**config.mk**
```make
export PLATFORM = sky130hd
export DESIGN_NAME = button_irq_service
export DESIGN_NICKNAME = d
export VERILOG_FILES = /design/src/rtl/edm_pio_pkg.sv /design/src/rtl/avalon_read_timer.sv /design/src/rtl/button_irq_service.sv
export SDC_FILE = /design/constraint.sdc
export NUM_CORES = 1
export LEC_CHECK = 0
export ABC_AREA = 1
export BUFFER_PORTS_ARGS = -buffer_cell sky130_fd_sc_hd__buf_2
export CORE_AREA = 3 3 69 71
export CTS_CLUSTER_SIZE = 14
export DETAILED_ROUTE_END_ITERATION = 8
export DIE_AREA = 0 0 72 74
export GPL_TIMING_DRIVEN = 0
export PLACE_DENSITY = 0.77
export SYNTH_ARGS = -nofsm -noshare
export SYNTH_HDL_FRONTEND = slang
export SYNTH_HIERARCHICAL = 1
export SYNTH_SLANG_ARGS = --single-unit
export TNS_END_PERCENT = 5
```
**constraint.sdc**
```tcl
create_clock -name clk -period 2.55 [get_ports clk]
set_input_delay 0.255 -clock clk [delete_from_list [all_inputs] [get_ports clk]]
set_output_delay 0.255 -clock clk [all_outputs]
set_load 0.02 [all_outputs]
```
**src/rtl/edm_pio_pkg.sv**
```systemverilog
// Shared definitions for masters that talk to the EDM_Standard edge-capturing PIO.
package edm_pio_pkg;

  // PIO slave register map
  localparam logic [1:0] PIO_DATA_ADDR = 2'd0;
  localparam logic [1:0] PIO_MASK_ADDR = 2'd2;
  localparam logic [1:0] PIO_EDGE_ADDR = 2'd3;

  // Largest slave read latency the read timer counter is sized for
  localparam int unsigned MAX_READ_LATENCY = 4;

  // Interrupt service sequence
  typedef enum logic [2:0] {
    INIT_MASK = 3'd0,
    IDLE      = 3'd1,
    RD_EDGE   = 3'd2,
    RD_LEVEL  = 3'd3,
    CLR       = 3'd4,
    EMIT      = 3'd5
  } svc_state_e;

endpackage

```
**src/rtl/avalon_read_timer.sv**
```systemverilog
// Counts cycles of an Avalon read and flags the cycle on which readdata is valid.
// READ_LATENCY must lie in 1..MAX_READ_LATENCY; the counter is sized for that range.
module avalon_read_timer
  import edm_pio_pkg::*;
#(
  parameter int unsigned READ_LATENCY = 1
) (
  input  logic clk,
  input  logic reset_n,
  input  logic clear_i,
  input  logic run_i,
  output logic sample_o
);

  localparam int unsigned CW = $clog2(MAX_READ_LATENCY + 1);

  logic [CW-1:0] count_q;
  logic [CW-1:0] count_d;

  // Clear has priority so the next read always starts from zero
  always_comb begin
    count_d = count_q;
    if (clear_i) begin
      count_d = '0;
    end else if (run_i) begin
      count_d = count_q + 1'b1;
    end
  end

  // Latency counter register
  always_ff @(posedge clk) begin
    if (!reset_n) begin
      count_q <= '0;
    end else begin
      count_q <= count_d;
    end
  end

  // The address was sampled on the first read cycle, so data lands READ_LATENCY cycles later
  assign sample_o = run_i && (count_q == CW'(READ_LATENCY));

endmodule

```
**src/rtl/button_irq_service.sv**
```systemverilog
// Avalon-MM master that services the push-button PIO interrupt without a CPU:
// programs the IRQ mask, reads edge and level registers, clears the edges and
// hands the result downstream as a valid/ready event.
module button_irq_service
  import edm_pio_pkg::*;
#(
  parameter int unsigned      WIDTH        = 3,
  parameter logic [WIDTH-1:0] MASK         = {WIDTH{1'b1}},
  parameter int unsigned      READ_LATENCY = 1,
  parameter logic [1:0]       DATA_ADDR    = PIO_DATA_ADDR,
  parameter logic [1:0]       MASK_ADDR    = PIO_MASK_ADDR,
  parameter logic [1:0]       EDGE_ADDR    = PIO_EDGE_ADDR
) (
  input  logic             clk,
  input  logic             reset_n,
  input  logic             irq,
  output logic [1:0]       address,
  output logic             chipselect,
  output logic             write_n,
  output logic [31:0]      writedata,
  input  logic [31:0]      readdata,
  output logic             event_valid,
  input  logic             event_ready,
  output logic [WIDTH-1:0] event_edges,
  output logic [WIDTH-1:0] event_level,
  output logic [15:0]      event_count
);

  svc_state_e       state_q;
  logic [1:0]       address_q;
  logic             chipselect_q;
  logic             write_n_q;
  logic [31:0]      writedata_q;
  logic             event_valid_q;
  logic [WIDTH-1:0] edges_q;
  logic [WIDTH-1:0] level_q;
  logic [15:0]      count_q;

  logic             sample;
  logic             timer_clear;
  logic             timer_run;
  logic [WIDTH-1:0] rd_bits;
  logic             unused_rd_upper;

  // Only the serviced pins matter; the slave may return anything above them
  assign rd_bits         = readdata[WIDTH-1:0];
  assign unused_rd_upper = ^readdata[31:WIDTH];

  // Counter restarts in IDLE and after each capture, so both read states begin at zero
  assign timer_run   = (state_q == RD_EDGE) || (state_q == RD_LEVEL);
  assign timer_clear = (state_q == IDLE) || sample;

  avalon_read_timer #(
    .READ_LATENCY(READ_LATENCY)
  ) u_read_timer (
    .clk     (clk),
    .reset_n (reset_n),
    .clear_i (timer_clear),
    .run_i   (timer_run),
    .sample_o(sample)
  );

  // Service FSM; bus and event outputs are registered alongside the state they belong to
  always_ff @(posedge clk) begin
    if (!reset_n) begin
      state_q       <= INIT_MASK;
      address_q     <= '0;
      chipselect_q  <= 1'b0;
      write_n_q     <= 1'b1;
      writedata_q   <= '0;
      event_valid_q <= 1'b0;
      edges_q       <= '0;
      level_q       <= '0;
      count_q       <= '0;
    end else begin
      unique case (state_q)
        INIT_MASK: begin
          // Single write cycle programming the slave's IRQ mask
          chipselect_q <= 1'b1;
          write_n_q    <= 1'b0;
          address_q    <= MASK_ADDR;
          writedata_q  <= 32'(MASK);
          state_q      <= IDLE;
        end
        IDLE: begin
          chipselect_q <= 1'b0;
          write_n_q    <= 1'b1;
          if (irq) begin
            chipselect_q <= 1'b1;
            address_q    <= EDGE_ADDR;
            state_q      <= RD_EDGE;
          end
        end
        RD_EDGE: begin
          if (sample) begin
            edges_q <= rd_bits;
            if (rd_bits == '0) begin
              // Spurious interrupt: nothing to clear and nothing to report
              chipselect_q <= 1'b0;
              state_q      <= IDLE;
            end else begin
              address_q <= DATA_ADDR;
              state_q   <= RD_LEVEL;
            end
          end
        end
        RD_LEVEL: begin
          if (sample) begin
            level_q     <= rd_bits;
            write_n_q   <= 1'b0;
            address_q   <= EDGE_ADDR;
            writedata_q <= '1;
            state_q     <= CLR;
          end
        end
        CLR: begin
          chipselect_q  <= 1'b0;
          write_n_q     <= 1'b1;
          event_valid_q <= 1'b1;
          state_q       <= EMIT;
        end
        EMIT: begin
          if (event_ready) begin
            event_valid_q <= 1'b0;
            count_q       <= count_q + 16'd1;
            state_q       <= IDLE;
          end
        end
        default: begin
          state_q <= INIT_MASK;
        end
      endcase
    end
  end

  assign address     = address_q;
  assign chipselect  = chipselect_q;
  assign write_n     = write_n_q;
  assign writedata   = writedata_q;
  assign event_valid = event_valid_q;
  assign event_edges = edges_q;
  assign event_level = level_q;
  assign event_count = count_q;

endmodule

```
**Yosys cells after proc, flatten, opt, wreduce, memory -nomap -nowiden**

Index checks and enable logic that the tools add are counted.

- Bits in registers: 65
- Input bits: 36
- Output and inout port bits: 59
- Word-level logic and storage cells: 67

- Add/sub/neg operators: 2
- Equal/unequal tests: 12
- Muxes and demuxes: 21
- Bitwise logic cells: 1
- Reductions and logical operators: 21

Operators by type and width:

| cell | count |
|---|---|
| $pmux W32 S2 | 1 |
| $mux W32 | 1 |
| $pmux W3 S6 | 1 |
| $add A16 B1 Y16 const B | 1 |
| $mux W3 | 4 |
| $reduce_and A2 Y1 | 6 |
| $mux W2 | 5 |
| $ne A2 B2 Y1 const B | 5 |
| $pmux W2 S4 | 1 |
| $reduce_bool A4 Y1 | 2 |
| $eq A3 B1 Y1 const B | 2 |
| $eq A3 B2 Y1 const B | 2 |
| $eq A3 B3 Y1 const B | 2 |
| $logic_not A3 Y1 | 2 |
| $mux W1 | 5 |
| $reduce_and A5 Y1 | 1 |
| $pmux W1 S4 | 1 |
| $reduce_and A4 Y1 | 1 |
| $reduce_bool A2 Y1 | 2 |
| $reduce_or A2 Y1 | 2 |
| $add A3 B1 Y3 const B | 1 |
| $pmux W1 S3 | 1 |
| $reduce_and A3 Y1 | 1 |
| $reduce_bool A3 Y1 | 1 |
| other kinds (5) | 6 |

**Depth between registers and ports, before layout**

Gate-level depths: netlist of run 1.

- Depth after elaboration: 5
- Mapped depth: 11
- Gate-level depth less buffers: 10

**Cells and area by module**

Netlist of run 1, hierarchy kept.

By module, submodules not included:

| module | instances | cells an instance | area each (µm²) |
|---|---|---|---|
| button_irq_service | 1 | 249 | 1734.2 |
| avalon_read_timer | 1 | 22 | 153.9 |

**Least setup slack after synthesis of run 1**

OpenSTA, ideal clock, no wires.

- Path kind: register to register
- Start: reg state_q[2]
- End: reg chipselect_q (netlist: chipselect)
- Setup time: 0.120 ns
- Arrival: 1.853 ns
- Data required time: 2.430 ns
- Path slack: 0.577 ns
- Stages on the path, launching flop included: 12
- Buffers on the path: 1
- Path through: dfxtp_1 inv_1 nand2_1 a21oi_1 nand2_1 nor2_1 clkbuf_1 inv_1 o21ai_0 nand2_1 nand2_1 a21oi_1

- Longest elaborated chain between the ends: 5
- Elaborated cells on any way between the ends: 12
- Those cells by class: eq/ne: 6; mux: 1; reduce/logical: 5

RTL lines:

| what | line | text |
|---|---|---|
| start, declared | button_irq_service.sv:29 | `svc_state_e state_q;` |
| start signal, assigned | button_irq_service.sv:66 | `state_q <= INIT_MASK;` |
| start signal, assigned | button_irq_service.sv:83 | `state_q <= IDLE;` |
| start signal, assigned | button_irq_service.sv:91 | `state_q <= RD_EDGE;` |
| $eq A3 B2 Y1 | button_irq_service.sv:50 | `assign timer_run = (state_q == RD_EDGE) \|\| (state_q == RD_LEVEL);` |
| $logic_or A1 B1 Y1 * | button_irq_service.sv:50 |  |
| via timer_run | button_irq_service.sv:41 | `logic timer_run;` |
| $logic_and A1 B1 Y1 * | avalon_read_timer.sv:40 | `assign sample_o = run_i && (count_q == CW'(READ_LATENCY));` |
| via sample | button_irq_service.sv:39 | `logic sample;` |
| $ne A2 B2 Y1 (no line) * | n/a |  |
| $reduce_and A3 Y1 (no line) * | n/a |  |
| end signal, assigned | button_irq_service.sv:68 | `chipselect_q <= 1'b0;` |
| end signal, assigned | button_irq_service.sv:79 | `chipselect_q <= 1'b1;` |
| end signal, assigned | button_irq_service.sv:86 | `chipselect_q <= 1'b0;` |
| end, declared | button_irq_service.sv:31 | `logic chipselect_q;` |

Mark *: on every way through the listed nets, which the timed path passes. The rest lies on a longest branch.
A chain may end at the register's enable or synchronous reset.

**Worst setup path in the final report of run 1**

Ends and elaborated chain as after synthesis.

==> flow_summary.json, run 1 <==
{
  "floorplan.die_area_um2": 5330,
  "crit_buf_inv": 3,
  "clockBufferDepth": 2,
  "core_area_um2": 4290,
  "clock_latency_ns": 0.28,
  "start_util_pct": 44.0,
  "synth-simple-area-share_pct": 31.0,
  "cts-hold-fix-buffers": 0,
  "arrival_ns": 2.30,
  "startpoint": "state_q[2]",
  "holdWs_ns": 0.268,
  "internal-power_mw": 1.04,
  "reg2reg_from": "state_q[2]",
  "grt-ovfl-total": 0,
  "cts_resized": 0,
  "rsz0062_at_grt": "no",
  "netSwitchingPower_mw": 0.585,
  "viasPerCell": 4.64,
  "switching_share_pct": 36.0,
  "synth_mux_area_share_pct": 0,
  "crit_required_ns": 2.71,
  "relSlewSlack_pct": 44.2,
  "crit_fanout": 10,
  "finalWorstSetupSlack_ns": 0.412,
  "r2r-end": "chipselect",
  "synth_adder_area_share_pct": 1.99,
  "yosys_warnings": 6,
  "cp_slowest_stage_delay_ns": 0.38,
  "crit_type": "register to register",
  "dpl.hpwl_um": 3200,
  "yosysTopAreaCell": "dfxtp_1",
  "pwr-share-seq_pct": 40.9,
  "tns_ns": 0,
  "synth_edf_count": 0,
  "power.density_nw_per_um2": 683,
  "port_buffers": 65,
  "drtIter0Drc": 70,
  "synth-compound-area-share_pct": 9.34,
  "critical_path.top_delay_family": "compound AO/OA/AOI/OAI gates",
  "final_antenna_net_count": 0,
  "setup_viol": 0,
  "syn_avg_cell_area_um2": 6.97,
  "drive_above_1_share_pct": 32.6,
  "synthesis.nets": 310,
  "grt_util_all_layers_pct": 15.5,
  "ys_seq_area_share_pct": 37.1,
  "syn_area_um2": 1890,
  "gp_congestion": 0.848,
  "synth_top_family_by_area": "simple AND/OR/NAND/NOR gates",
  "r2r_setup_slack_ns": 0.41,
  "hold_viol": 0,
  "grt_max_degree": 31,
  "post_cts_buffers": 0,
  "synth_xor_area_share_pct": 1.39,
  "dieHeight_um": 74,
  "vias": 1836,
  "grt_pass1_wl_um": 6640,
  "pwr-share-comb_pct": 32.4,
  "die_x_um": 72,
  "synth_common_cells": "nand2_1, dfxtp_1, nor2_1",
  "crit_slowest_cell": "dfxtp_1",
  "crit_chain": "inv_1 > nand2_1 > a21oi_2 > nand2_1 > nor2_1 > clkbuf_2 > inv_1 > o21ai_0 > nand2_1 > nand2_1 > a21oi_1",
  "dr.pass1.iters": 4,
  "fin_nets": 382,
  "endpoint": "chipselect",
  "ys_ff_latch": 35,
  "ir_drop_mv": 0.295,
  "crit_top_cell": "nand2_1",
  "synth_flop_cell": "dfxtp_1",
  "synth_most_common_cell": "nand2_1",
  "fin_skew_ns": 0.00357,
  "synth_area_leaders": "dfxtp_1, buf_4, nand2_1",
  "worstSetupPathDepth": 11,
  "num_rows": 24,
  "grt_pass1_vias": 1633,
  "numCtsBuffers": 5,
  "cts_tree": "built",
  "post-place-ws_ns": 0.186,
  "area_growth_pct": 26.2,
  "fin_crit_sh_pct": 83.8,
  "yosysUniqueCellTypes": 26,
  "io_pins": 95,
  "routed_wirelength_um": 4070,
  "status": "finished, final reports clean",
  "clkPwrFrac_pct": 26.8,
  "wl_per_cell_um": 10.3,
  "hold_path_class": "primary input to register",
  "worstMarginPinSlew_ns": 0.836,
  "drc": 0,
  "drv_slew": 0,
  "critPathCaptureType": "register",
  "yosys.area.top_type_share_pct": 37.1,
  "start_kind": "register",
  "max_cap_violations": 0,
  "min_period_ns": 2.14,
  "ctsRootBufferMaster": "clkbuf_8",
  "async_reset_ff_share_pct": 0,
  "fmax_mhz": 468,
  "n_antenna_cell": 0,
  "clk_pin_slew_ns": 0.07,
  "p_leak_nw": 1.23,
  "antenna_found_initial": 0,
  "clock-sinks": 35,
  "postSynthCellCount": 271,
  "r2r_cells": 11,
  "htreeDepth": 2
}
## worst min-delay path by stage
stage	start	cells after the start	slack (ns)	end
2_1_floorplan	reset_n	2	0.38	address[1]
3_3_place_gp	address[1]	2	0.43	address[1]
3_5_place_dp	address[1]	2	0.44	address[1]
4_1_cts	readdata[1]	3	0.26	event_edges[1]
5_1_grt	readdata[0]	3	0.27	event_level[0]
6_report	readdata[0]	3	0.27	event_level[0]
## per-layer routing
| layer | wire [um] | share of wire, % | vias to the layer above | GRT usage (%) |
|---|---|---|---|---|
| met5 | 0 | 0 | - | 0 |
| met4 | 83 | 2.0 | 0 | 7.31 |
| met3 | 284 | 7.0 | 10 | 4.05 |
| met2 | 1990 | 49 | 58 | 28.4 |
| met1 | 1720 | 42 | 794 | 16.8 |
| li1 | - | - | 974 | - |
## through the flow
stage / utilization (%) / total power, mW / instances / area [um^2]
after floorplan: - / 1.07 / 271 / 1890
after global placement: 53.1 / 1.19 / 388 / 2280
after detailed placement: 53.1 / 1.20 / 388 / 2280
after CTS: 55.4 / 1.64 / 396 / 2380
after global routing: 55.5 / 1.75 / 396 / 2380
final: 55.5 / 1.63 / 396 / 2380
## flip-flops by register name, summed over array words and instances (netlist names)
register,flops
event_valid,1
write_n,1
address,2
event_count,16
writedata,2
event_edges,3
chipselect,1
event_level,3
u_read_timer/count_q,3
state_q,3
## power groups by stage
stage	registers [mW]	logic (mW)	clock network, mW
2_1_floorplan	0.716	0.351	0
3_3_place_gp	0.677	0.516	0
3_5_place_dp	0.678	0.524	0
4_1_cts	0.665	0.525	0.447
5_1_grt	0.675	0.609	0.469
6_report	0.665	0.527	0.436
## layout make-up
class	instances	area [um^2]
Buffer	34	250
Clock buffer	8	100
Fill cell	410	1910
Inverter	30	113
Multi-Input combinational cell	172	830
Sequential cell	35	701
Tap cell	52	65.1
Timing Repair Buffer	65	325
## tightest hold or removal path: stages
cell and delay (ns):
buf_2 0.11, nand3_1 0.07, a21oi_1 0.06
## cell usage in the layout (no fill, tap or decap)
| cell | count |
|---|---|
| nor3_1 | 5 |
| buf_1 | 1 |
| nand3_1 | 20 |
| buf_2 | 66 |
| clkbuf_1 | 1 |
| ha_1 | 3 |
| dfxtp_1 | 35 |
| nor2_2 | 3 |
| a21oi_1 | 21 |
| nor2_1 | 35 |
| o21a_1 | 1 |
| inv_1 | 29 |
| clkbuf_2 | 1 |
| xnor2_1 | 3 |
| o21ai_0 | 9 |
| buf_4 | 30 |
| and3_1 | 1 |
| o31ai_1 | 1 |
| buf_6 | 1 |
| nand2_1 | 59 |
| nor2_4 | 2 |
| a31oi_1 | 1 |
| clkbuf_8 | 7 |
| and2_1 | 1 |
| nor3b_1 | 1 |
| nand4_1 | 4 |
| clkinv_1 | 1 |
| a21oi_2 | 1 |
| nand4_4 | 1 |
## cells by family (layout without fill, tap and decap cells)
logic type / count (synthesis) / in the layout
flip-flops: 35 / 35
adder cells (fa/ha/maj): 3 / 3
AND/OR/NAND/NOR: 132 / 132
XOR/XNOR: 3 / 3
AO/OA/AOI/OAI: 34 / 34
buffers and inverters: 64 / 137
Power figures use the tool's default switching activity.
==> inputs of run 2 (changes only) <==
clock period = 2.1 ns   (was 2.55 ns; I/O delays follow)
==> flow_summary.json, run 2 (synthesis results as in run 1) <==
{
  "start_util_pct": 44.0,
  "hold_viol": 0,
  "num_rows": 24,
  "routed_wirelength_um": 4080,
  "p_leak_nw": 1.25,
  "total_power_mw": 2.02,
  "met1_usage_pct": 16.8,
  "io_pins": 95,
  "setup_viol": 0,
  "pwr-share-comb_pct": 33.9,
  "rsz0062_at_grt": "no",
  "clkPwrFrac_pct": 26.2,
  "critical_path.top_delay_family": "simple AND/OR/NAND/NOR gates",
  "ctsRootBufferMaster": "clkbuf_8",
  "clock_latency_ns": 0.28,
  "arrival_ns": 1.97,
  "htreeDepth": 2,
  "core_area_um2": 4290,
  "fin_nets": 384,
  "clk_pin_slew_ns": 0.07,
  "crit_buf_inv": 3,
  "worstMarginPinSlew_ns": 0.836,
  "crit_slowest_cell": "dfxtp_1",
  "largest_reg_flops": 16,
  "fin_skew_ns": 0.00332,
  "drive_above_1_share_pct": 33.5,
  "area_growth_pct": 27.7,
  "power.density_nw_per_um2": 838,
  "tns_ns": 0,
  "grt_util_all_layers_pct": 15.6,
  "drv_slew": 0,
  "finalWorstSetupSlack_ns": 0.293,
  "relSlewSlack_pct": 44.2,
  "crit_type": "register to register",
  "dpl.hpwl_um": 3200,
  "grt_pass1_vias": 1631,
  "clockBufferDepth": 2,
  "dr.pass1.iters": 4,
  "die_x_um": 72,
  "ir_drop_mv": 0.380,
  "vias": 1825,
  "status": "finished, final reports clean",
  "n_antenna_cell": 0,
  "holdWs_ns": 0.223,
  "floorplan.die_area_um2": 5330,
  "drc": 0,
  "grt_max_degree": 31,
  "hold_path_class": "primary input to register",
  "use_met3_pct": 3.78,
  "min_period_ns": 1.81,
  "crit_top_cell": "nand2_1",
  "netSwitchingPower_mw": 0.728,
  "numCtsBuffers": 5,
  "layout_commonest_cell": "buf_2",
  "final_antenna_net_count": 0,
  "cp_slowest_stage_delay_ns": 0.38,
  "fmax_mhz": 553,
  "top_usage_layer": "met2",
  "crit_fanout": 10,
  "drtIter0Drc": 53,
  "start_kind": "register",
  "crit_required_ns": 2.26,
  "critPathCaptureType": "register",
  "mostFrequentLayoutCells": "buf_2, nand2_1, nor2_1, dfxtp_1, buf_4",
  "cts_tree": "built",
  "switching_share_pct": 36.0,
  "grt-ovfl-total": 0,
  "port_buffers": 65,
  "max_cap_violations": 0,
  "grt_use_met2_pct": 28.8,
  "fin_crit_sh_pct": 86.0,
  "dieHeight_um": 74,
  "crit_chain": "inv_2 > nand2_2 > a21oi_4 > nand2_1 > nor2_1 > clkbuf_4 > inv_1 > o21ai_0 > nand2_1 > nand2_1 > a21oi_1",
  "post-place-ws_ns": -0.264,
  "gp_congestion": 0.848,
  "clock-sinks": 35,
  "internal-power_mw": 1.29,
  "antenna_found_initial": 0,
  "pwr-share-seq_pct": 40.0,
  "grt_pass1_wl_um": 6690,
  "wl_per_cell_um": 10.3,
  "viasPerCell": 4.59
}
## run 2: cell types whose count changed in the layout (fill, tap and decap cells not counted), sizes merged
cell,change
buf,+2
## run 2: final cells by class
| cell class | instances | area, um^2 |
|---|---|---|
| plain buffers | 34 | 253 |
| clock buffers | 8 | 100 |
| fillers | 405 | 1880 |
| inverters | 30 | 113 |
| multi-input cells | 172 | 840 |
| flip-flops and latches | 35 | 701 |
| well taps | 52 | 65.1 |
| repair buffers | 67 | 340 |
## run 2: path summary, 6_finish.rpt
kind / to / from / depth (start not counted) / slack (ns)
hold reg to reg: address[1] / address[1] / 2 / 0.45
setup reg to reg: chipselect / state_q[2] / 11 / 0.29
setup / recovery: chipselect / state_q[2] / 11 / 0.29
hold / removal: event_level[0] / readdata[0] / 3 / 0.22
## run 2: metrics by stage
| stage | area (um^2) | instances | util, % |
|---|---|---|---|
| after floorplan | 1890 | 271 | - |
| after global placement | 2280 | 388 | 53.1 |
| after detailed placement | 2280 | 388 | 53.1 |
| after CTS | 2380 | 396 | 55.5 |
| after global routing | 2410 | 398 | 56.1 |
| final | 2410 | 398 | 56.1 |
## run 2: timing repair
| action | in CTS | in global routing |
|---|---|---|
| hold endpoints to repair | 0 | 0 |
| buffers inserted | 0 | 2 |
| hold buffers | 0 | 0 |
| endpoints found under the setup margin | 13 | 14 |
| gates resized for setup | 2 | 5 |
| pin swaps | 0 | 1 |
## run 2: tightest hold or removal path, stage by stage
cell     delay, ns
buf_2         0.11
nand3_1       0.07
a21oi_1       0.06
## run 2: power by group through the flow
stage          Clock [mW]  Sequential (mW)  Combinational (mW)
2_1_floorplan           0            0.870               0.426
3_3_place_gp            0            0.821               0.626
3_5_place_dp            0            0.823               0.636
4_1_cts             0.543            0.808               0.644
5_1_grt             0.570            0.821               0.784
6_report            0.529            0.808               0.684
## run 2: per-layer routing
metal,routed length (um),vias to the layer above
li1,-,979
met5,0,-
met4,83,0
met3,270,10
met1,1720,782
met2,2000,54
==> inputs of run 3 (changes only) <==
CTS_BUF_LIST = sky130_fd_sc_hd__clkbuf_16   (was default)
==> flow_summary.json, run 3 (synthesis results as in run 1) <==
{
  "fin_nets": 384,
  "core_area_um2": 4290,
  "start_kind": "register",
  "cp_slowest_stage_delay_ns": 0.38,
  "pwr-share-seq_pct": 37.0,
  "gp_congestion": 0.848,
  "fin_crit_sh_pct": 87.4,
  "status": "finished, final reports clean",
  "vias": 1868,
  "crit_type": "register to register",
  "arrival_ns": 2.00,
  "dpl.hpwl_um": 3200,
  "crit_chain": "inv_2 > nand2_2 > a21oi_4 > nand2_1 > nor2_1 > clkbuf_4 > inv_1 > o21ai_0 > nand2_1 > nand2_1 > a21oi_1",
  "cts_tree": "built",
  "hold_viol": 0,
  "power.density_nw_per_um2": 894,
  "grt_pass1_wl_um": 6870,
  "viasPerCell": 4.69,
  "p_leak_nw": 1.27,
  "netSwitchingPower_mw": 0.767,
  "layout_commonest_cell": "buf_2",
  "max_cap_violations": 0,
  "numCtsBuffers": 5,
  "tns_ns": 0,
  "worstMarginPinSlew_ns": 0.837,
  "dieHeight_um": 74,
  "critical_path.top_delay_family": "simple AND/OR/NAND/NOR gates",
  "drive_above_1_share_pct": 32.9,
  "ir_drop_mv": 0.469,
  "internal-power_mw": 1.42,
  "ctsRootBufferMaster": "clkbuf_16",
  "n_antenna_cell": 0,
  "mostFrequentLayoutCells": "buf_2, nand2_1, nor2_1, dfxtp_1, buf_4",
  "crit_buf_inv": 3,
  "clock-sinks": 35,
  "switching_share_pct": 35.1,
  "fmax_mhz": 545,
  "grt_max_degree": 31,
  "critPathCaptureType": "register",
  "total_power_mw": 2.19,
  "start_util_pct": 44.0,
  "area_growth_pct": 29.6,
  "min_period_ns": 1.84,
  "largest_reg_flops": 16,
  "drv_slew": 0,
  "io_pins": 95,
  "clkPwrFrac_pct": 31.4,
  "die_x_um": 72,
  "floorplan.die_area_um2": 5330,
  "crit_top_cell": "nand2_1",
  "drtIter0Drc": 77,
  "drc": 0,
  "fin_skew_ns": 0.00177,
  "relSlewSlack_pct": 44.1,
  "port_buffers": 65,
  "antenna_found_initial": 0,
  "pwr-share-comb_pct": 31.6,
  "num_rows": 24,
  "hold_path_class": "primary input to register",
  "clock_latency_ns": 0.28,
  "grt-ovfl-total": 0,
  "fillers": 404,
  "cts-hold-fix-buffers": 0,
  "grt_pass1_vias": 1663,
  "routed_wirelength_um": 4250,
  "dr.pass1.iters": 5,
  "clockBufferDepth": 2,
  "crit_required_ns": 2.26,
  "clk_pin_slew_ns": 0.05,
  "grt_util_all_layers_pct": 16.4,
  "wl_per_cell_um": 10.7,
  "htreeDepth": 2,
  "final_antenna_net_count": 0,
  "final_core_util_pct": 57.0,
  "setup_viol": 0,
  "crit_fanout": 10,
  "crit_slowest_cell": "dfxtp_1"
}
## run 3: changes by cell type in the layout (fill, tap and decap cells not counted), sizes merged
cell	before	now
clkbuf	9	6
clkinv	1	3
inv	29	30
## run 3: per-layer routing
metal | vias to the layer above | global-route usage [%] | share of wire [%]
met5 | - | 0 | 0
met4 | 0 | 7.31 | 2.0
met3 | 11 | 5.68 | 7.6
met2 | 68 | 29.8 | 49
met1 | 809 | 17.2 | 41
li1 | 980 | - | -
## run 3: power groups by stage
| stage | registers, mW | clock network [mW] | logic, mW |
|---|---|---|---|
| 2_1_floorplan | 0.870 | 0 | 0.426 |
| 5_1_grt | 0.823 | 0.734 | 0.786 |
| 4_1_cts | 0.809 | 0.703 | 0.645 |
| 3_5_place_dp | 0.823 | 0 | 0.636 |
| 6_report | 0.810 | 0.688 | 0.691 |
| 3_3_place_gp | 0.821 | 0 | 0.626 |
## run 3: worst register-to-register path: stages (launching register included)
cell,delay [ns]
dfxtp_1,0.38
inv_2,0.14
nand2_2,0.15
a21oi_4,0.23
nand2_1,0.07
nor2_1,0.13
clkbuf_4,0.22
inv_1,0.07
o21ai_0,0.16
nand2_1,0.07
nand2_1,0.05
a21oi_1,0.05
## run 3: final timing paths
| kind | from | end | slack (ns) | cells past startpoint |
|---|---|---|---|---|
| worst max-delay path | state_q[2] | chipselect | 0.26 | 11 |
| worst min-delay path | readdata[0] | event_level[0] | 0.23 | 3 |
| worst max register to register | state_q[2] | chipselect | 0.26 | 11 |
| worst min register to register | address[1] | address[1] | 0.45 | 2 |
## run 3: cell type report
class | count | area, um^2 | share of cell area (%)
clock inverters | 3 | 11.3 | 0.460
clock buffers | 5 | 125 | 5.11
repair buffers | 67 | 340 | 13.9
well taps | 52 | 65.1 | 2.66
plain buffers | 34 | 253 | 10.3
multi-input cells | 172 | 840 | 34.3
inverters | 30 | 113 | 4.60
flip-flops and latches | 35 | 701 | 28.6
## run 3: timing repair
action                     in CTS  in global routing
resized for setup               2                  5
setup buffers                   0                  2
setup endpoints to repair      13                 14
pin swaps                       0                  1
## run 3: through the flow
step	hold WS, ns	std cells	cell area (um^2)	setup slack, ns
after floorplan	0.334	271	1890	0.127
after global placement	0.428	388	2280	-0.243
after detailed placement	0.439	388	2280	-0.264
after CTS	0.226	396	2420	0.0129
after global routing	0.242	398	2450	-0.00542
final	0.227	398	2450	0.265
